File: src/rtl/frac_div.sv
// Signed fractional divider, Q1.(n-1) operands and result.
// q = trunc((a * 2^(n-1)) / b), saturated to the Q1.(n-1) range, computed
// by restoring division on magnitudes followed by a sign/saturation stage.
//
// state | meaning
// ------+------------------------------------------------------------
// IDLE  | waiting for start; operands latched on the start edge
// RUN   | one restoring-division step per cycle, 2n-1 steps
// FIN   | apply sign and saturation, register result, pulse done
//
// done is driven by the edge that leaves FIN, so it is seen in the first
// IDLE cycle after the division. busy covers RUN and FIN, so a start held
// high while done is up begins the next division straight away.
module frac_div #(
    parameter int n = 8
) (
    input  logic         clk,
    input  logic         rst_n,
    input  logic         start,
    input  logic [n-1:0] a,
    input  logic [n-1:0] b,
    output logic [n-1:0] result,
    output logic         busy,
    output logic         done,
    output logic         div_zero
);

    localparam int NW = 2*n - 1;
    localparam int CW = $clog2(2*n);

    localparam logic [1:0] IDLE = 2'd0;
    localparam logic [1:0] RUN  = 2'd1;
    localparam logic [1:0] FIN  = 2'd2;

    localparam logic [NW-1:0] POS_LIMIT = NW'((1 << (n-1)) - 1);
    localparam logic [NW-1:0] NEG_LIMIT = NW'(1 << (n-1));
    localparam logic [n-1:0]  POS_MAX   = {1'b0, {(n-1){1'b1}}};
    localparam logic [n-1:0]  NEG_MAX   = {1'b1, {(n-1){1'b0}}};

    logic [1:0]    state;
    logic [CW-1:0] count;
    logic [NW-1:0] num;
    logic [n-1:0]  den;
    logic [n-1:0]  rem;
    logic [NW-1:0] quo;
    logic          a_neg;
    logic          b_neg;
    logic          a_zero;
    logic          b_zero;

    logic [n-1:0]  mag_a;
    logic [n-1:0]  mag_b;
    logic [n:0]    rem_sh;
    logic          rem_ge;
    logic [n-1:0]  rem_nxt;
    logic          q_neg;
    logic [n-1:0]  final_q;

    // Operand magnitudes; the most negative value maps to 2^(n-1) unsigned.
    always_comb begin
        mag_a = a[n-1] ? (~a + 1'b1) : a;
        mag_b = b[n-1] ? (~b + 1'b1) : b;
    end

    // One restoring step: shift in the next dividend bit, subtract if it fits.
    // The remainder stays below den, so n-bit wraparound subtraction is exact.
    always_comb begin
        rem_sh  = {rem, num[NW-1]};
        rem_ge  = (rem_sh >= {1'b0, den});
        rem_nxt = rem_ge ? (rem_sh[n-1:0] - den) : rem_sh[n-1:0];
    end

    // Sign application, saturation and the divide-by-zero substitutes.
    always_comb begin
        q_neg   = (a_neg != b_neg) && !a_zero;
        final_q = '0;
        if (b_zero) begin
            if (a_zero)     final_q = '0;
            else if (a_neg) final_q = NEG_MAX;
            else            final_q = POS_MAX;
        end else if (q_neg) begin
            if (quo > NEG_LIMIT) final_q = NEG_MAX;
            else                 final_q = ~quo[n-1:0] + 1'b1;
        end else begin
            if (quo > POS_LIMIT) final_q = POS_MAX;
            else                 final_q = quo[n-1:0];
        end
    end

    // Controller, datapath registers and registered outputs.
    always_ff @(posedge clk) begin
        if (!rst_n) begin
            state    <= IDLE;
            count    <= '0;
            num      <= '0;
            den      <= '0;
            rem      <= '0;
            quo      <= '0;
            a_neg    <= 1'b0;
            b_neg    <= 1'b0;
            a_zero   <= 1'b0;
            b_zero   <= 1'b0;
            result   <= '0;
            done     <= 1'b0;
            div_zero <= 1'b0;
        end else begin
            done <= 1'b0;
            case (state)
                IDLE: begin
                    if (start) begin
                        num    <= {mag_a, {(n-1){1'b0}}};
                        den    <= mag_b;
                        rem    <= '0;
                        quo    <= '0;
                        a_neg  <= a[n-1];
                        b_neg  <= b[n-1];
                        a_zero <= (a == '0);
                        b_zero <= (b == '0);
                        count  <= CW'(NW);
                        state  <= (b == '0) ? FIN : RUN;
                    end
                end
                RUN: begin
                    rem   <= rem_nxt;
                    quo   <= {quo[NW-2:0], rem_ge};
                    num   <= {num[NW-2:0], 1'b0};
                    count <= count - 1'b1;
                    if (count == CW'(1)) state <= FIN;
                end
                FIN: begin
                    result   <= final_q;
                    div_zero <= b_zero;
                    done     <= 1'b1;
                    state    <= IDLE;
                end
                default: state <= IDLE;
            endcase
        end
    end

    // busy is a pure decode of the state register.
    always_comb busy = (state != IDLE);

endmodule

File: config.mk
export PLATFORM = sky130hd
export DESIGN_NAME = frac_div
export DESIGN_NICKNAME = d
export VERILOG_FILES = /design/src/rtl/frac_div.sv
export SDC_FILE = /design/constraint.sdc
export NUM_CORES = 1
export LEC_CHECK = 0
export ABC_CLOCK_PERIOD_IN_PS = 2700
export BUFFER_PORTS_ARGS = -buffer_cell sky130_fd_sc_hd__buf_2
export CAP_MARGIN = 25
export CORE_ASPECT_RATIO = 0.75
export CORE_MARGIN = 5
export CORE_UTILIZATION = 45
export CTS_CLUSTER_DIAMETER = 200
export CTS_CLUSTER_SIZE = 24
export DETAILED_ROUTE_END_ITERATION = 10
export GPL_TIMING_DRIVEN = 0
export PLACE_DENSITY_LB_ADDON = 0.3
export RECOVER_POWER = 50
export SETUP_SLACK_MARGIN = 0.02
export SLEW_MARGIN = 20
export SYNTH_ARGS = -nofsm -noshare
export SYNTH_HDL_FRONTEND = slang
export SYNTH_SLANG_ARGS = --single-unit
File: constraint.sdc
create_clock -name clk -period 2.7 [get_ports clk]
set_clock_uncertainty 0.15 [all_clocks]
set_input_delay 0 -clock clk [delete_from_list [all_inputs] [get_ports clk]]
set_output_delay 0 -clock clk [all_outputs]
set_load 0.03 [all_outputs]
Yosys cells after proc, flatten, opt, wreduce, memory -nomap -nowiden
Cells that the tools add are included.
Word-level totals
  word-level logic and storage cells: 62
  bits of input ports: 19
  output and inout port bits: 11
  register bits after elaboration: 66
Cells by class
  equality and inequality tests: 6
  reductions and logical operators: 10
  bitwise operators: 3
  order comparisons: 3
  $add $sub $neg: 5
  muxes and demuxes: 22
Operator list (count)
  8-bit 2-to-1 mux: 10
  15-bit case mux with 2 select lines: 2
  15-bit 2-to-1 mux: 2
  8-bit by 1-bit adder with 8-bit output, second input constant: 3
  8-bit NOT: 3
  8-bit logical NOT: 2
  8-bit case mux with 2 select lines: 1
  15-bit by 7-bit greater-than comparator with 1-bit output, second input constant: 1
  15-bit by 8-bit greater-than comparator with 1-bit output, second input constant: 1
  9-bit by 8-bit >= comparator with 1-bit output: 1
  4-bit case mux with 2 select lines: 1
  8-bit subtractor: 1
  2-bit 2-to-1 mux: 3
  2-bit AND reduction: 3
  4-bit by 1-bit == test with 1-bit output, second input constant: 1
  4-bit 2-to-1 mux: 1
  2-bit inequality test, second input constant: 2
  2-bit case mux with 2 select lines: 1
  2-bit nonzero test: 2
  4-bit by 1-bit subtractor with 4-bit output, second input constant: 1
  2-bit by 1-bit == test with 1-bit output, second input constant: 1
  2-bit == test, second input constant: 1
  2-bit logical NOT: 1
  1-bit logical AND: 1
  3 further kinds: 3

Depth between registers and ports, before layout
  depth after elaboration: 5
  depth in mapped cells: 9
  depth with buffers taken out: 9

Worst setup path after synthesis
OpenSTA, ideal clock, no wires.
  path kind: reg-to-reg
  from: register quo[0]
  to: register result[4]
  arrival time: 2.079 ns
  period minus slack after synthesis: 2.306 ns
  cell stages (with the launch flop): 9
  setup slack: 0.394 ns
  cell sequence: dfxtp_1 -> inv_1 -> ha_1 -> or3b_4 -> o41ai_2 -> nand3_2 -> or2_1 -> or3b_1 -> a41oi_2
On the way
  cells in the longest elaborated chain, start to end: 5
  elaborated cells on any way between the ends: 8
  those cells by class: add/sub: 1; order compare: 2; mux: 4; bitwise: 1
RTL lines
  start, declared: line 45  | logic [NW-1:0] quo;
  start signal, assigned: line 125  | quo <= {quo[NW-2:0], rem_ge};
  parallel branches: the longest is 3 deep, another holds 15-bit by 7-bit greater-than comparator with 1-bit output
  8-bit 2-to-1 mux (*): line 81  | end else if (q_neg) begin
  8-bit 2-to-1 mux (*): line 77  | if (b_zero) begin
  end signal, assigned: line 131  | result <= final_q;
  end, declared: line 22  | output logic [n-1:0] result,
Every way passes the cells marked *.
A chain may end at the register's enable or synchronous reset.

Worst setup path in the final report
Ends and elaborated chain as after synthesis.

==> results.yml <==
outcome:
  status: "complete, no violations"
global_route:
  grt-ovfl-total: 0
  grt_pass1_wl_um: 13410
  grt.total_usage: 0.1812
  antenna_found_initial: 0
  grt_max_degree: 11
  first_global_vias: 2821
clock_network:
  root_buffer: "clkbuf_8"
  clkTransAtPathRegs_ns: 0.07
  clkLatencyLatePin_ns: 0.34
  clock_sink_count: 59
  cts_tree: "done"
  h-tree-depth: 3
  numCtsBuffers: 9
  cts.path.max_buffers: 2
power:
  p_total_w: 0.002617
  power_density_mw_per_mm2: 644.7
  leakage_nw: 1.601
  vdd_drop_max_v: 0.0003009
timing:
  hold_violations: 0
  finalSetupViolations: 0
  slew_viol_final: 0
  setup_tns_ns: 0
  max_freq_mhz: 386.9
  whs_ns: 0.003395
  worstMarginPinSlew_ns: 0.9460
  slew_headroom: 0.3627
  finalCritPeriodShare: 0.9574
  min_period_ns: 2.585
  rsz0062_at_grt: "no"
synthesis:
  synth_top_area_share: 0.3528
  synth.yosys.seq_area_share: 0.3528
  synth_nets: 429
  synth.cell_area_mm2: 0.003348
  synthCells: 395
  ys_warn_count: 0
  ys_types: 56
  ys_seq_elements: 59
  synth_edf_count: 0
  yosys_most_used_dff: "dfxtp_1"
  yosys.area.top_type: "dfxtp_1"
  avgSynthCellArea_um2: 8.476
  async_flop_share: 0
  synth_area_leaders: "dfxtp_1 35%, ha_1 5.2%, nor2b_1 4.3%, nand2_1 4.1%, a22oi_1 3.8%"
finish:
  multi_input_area_mm2: 0.002013
  syn2layout_area_growth_pct: 21.23
  finalInstanceArea_mm2: 0.004059
  nets: 485
  drive_gt1_frac: 0.09868
  seqCellArea_mm2: 0.001181
  insertedDiodeCount: 0
  filler_cell_count: 701
setup_path:
  crit_type: "reg -> reg"
  crit_path_max_fanout: 6
  critPathCaptureType: "register"
  worstPathRequired_ns: 2.82
  arrival_ns: 2.70
  critPathLaunchType: "register"
  rr_worst_depth: 8
place:
  gp_congestion: 0.8893
  port_buffers: 26
  placement.cell_area_mm2: 0.003605
  dp_hpwl_um: 5906
floorplan:
  die_x_um: 109.6
  core_area_mm2: 0.007297
  initial_core_util: 0.4588
  die_h_um: 84.70
  row_count: 27
  ios: 30
  dieArea_mm2: 0.009283
run:
  cap_violations: 0
routing:
  top_layer: "met4"
  wirelength_um: 8222
  met3_length_um: 335
  vias: 3020
  drt-met1-wl_um: 4349
  first_iter_violations: 154
  first_pass_iters: 4
  met2_length_um: 3473
  ant_nets: 0
  drc: 0
  via_per_inst: 5.422
  post_drt_wl_per_cell_um: 14.76
min_path:
  hold_depth: 3
  min_path_type: "in -> reg"
sequential cells by signal (all words and copies together), names as in the netlist, 2 cells and up:
signal  flops
result      8
num         8
den         8
quo        15
state       2
count       4
rem         8
logic make-up (layout without fill, tap and decap cells):
| family | after synthesis | count (layout) | synth area share |
|---|---|---|---|
| AND/OR/NAND/NOR | 130 | 130 | 0.2014 |
| AO/OA/AOI/OAI | 118 | 118 | 0.2597 |
| flip-flops | 59 | 59 | 0.3528 |
| buffers and inverters | 46 | 107 | 0.05306 |
| XOR/XNOR | 17 | 17 | 0.04447 |
| adder cells (fa/ha/maj) | 15 | 15 | 0.05830 |
| multiplexers | 10 | 10 | 0.03027 |
layout by cell type (no fill, tap or decap), types with 8 or more instances in the layout:
| cell | n |
|---|---|
| a21boi_0 | 9 |
| a21oi_1 | 10 |
| a22oi_1 | 17 |
| buf_2 | 15 |
| clkbuf_1 | 33 |
| clkbuf_8 | 12 |
| dfxtp_1 | 59 |
| dlygate4sd3_1 | 17 |
| ha_1 | 14 |
| inv_1 | 22 |
| mux2i_1 | 9 |
| nand2_1 | 37 |
| nor2_1 | 20 |
| nor2b_1 | 23 |
| o21a_1 | 8 |
| o21ai_0 | 23 |
| xnor2_1 | 10 |
layout make-up:
| class | count | area share |
|---|---|---|
| Multi-Input combinational cell | 290 | 0.4960 |
| Timing Repair Buffer | 45 | 0.07398 |
| Tap cell | 101 | 0.03113 |
| Clock buffer | 12 | 0.04069 |
| Clock inverter | 4 | 0.02343 |
| Inverter | 22 | 0.02035 |
| Buffer | 24 | 0.02343 |
| Sequential cell | 59 | 0.2910 |
routing by layer:
metal,up-vias,track usage
li1,1538,-
met1,1423,0.2621
met2,51,0.2532
met3,8,0.05380
met4,0,0.06229
met5,-,0
Yosys cell counts (5+ instances only):
| cell | number |
|---|---|
| a21boi_0 | 9 |
| a21oi_1 | 10 |
| a22oi_1 | 17 |
| and2_1 | 5 |
| and3_1 | 6 |
| clkbuf_1 | 21 |
| dfxtp_1 | 59 |
| ha_1 | 14 |
| inv_1 | 22 |
| mux2i_1 | 9 |
| nand2_1 | 37 |
| nand2b_1 | 7 |
| nor2_1 | 20 |
| nor2b_1 | 23 |
| nor3_1 | 8 |
| nor4_1 | 5 |
| o211a_1 | 7 |
| o211ai_1 | 7 |
| o21a_1 | 8 |
| o21ai_0 | 22 |
| o221ai_1 | 6 |
| o31ai_1 | 5 |
| or3_1 | 5 |
| xnor2_1 | 10 |
| xor2_1 | 7 |
critical path, stage by stage (launching register included):
cell and delay (ns):
dfxtp_1 0.38, inv_1 0.11, ha_1 0.21, or3b_4 0.43, o41ai_2 0.26, nand3_2 0.15, or2_4 0.30, or3b_1 0.36
a41oi_2 0.16
power breakdown:
part | internal (W) | leakage (nW) | switching [W]
clock | 0.000687 | 0.133 | 0.000347
combinational | 0.000266 | 0.988 | 0.000348
sequential | 0.000926 | 0.481 | 0.0000423
worst paths after layout:
path,startpoint,to,slack [ns]
worst min-delay path,a[7],a_neg,0.003
worst min register to register,div_zero,div_zero,0.32
worst max-delay path,quo[0],result[4],0.12
worst max register to register,quo[0],result[4],0.12
through the flow:
stage / std cells / util / setup WS (ns)
4_1_cts: 555 / 0.5530 / 0.06056
2_1_floorplan: 395 / - / 0.3939
6_report: 557 / 0.5562 / 0.1151
5_1_grt: 557 / 0.5562 / 0.02550
3_3_place_gp: 522 / 0.4940 / 0.06788
3_5_place_dp: 522 / 0.4940 / 0.09221
what timing repair did:
item                       in CTS  in global routing
setup buffers                   0                  2
hold endpoints to repair       22                  0
gates resized for setup         0                  4
hold buffers                   17                  0
setup endpoints to repair       0                  3
(Power assumes the default switching activity.)
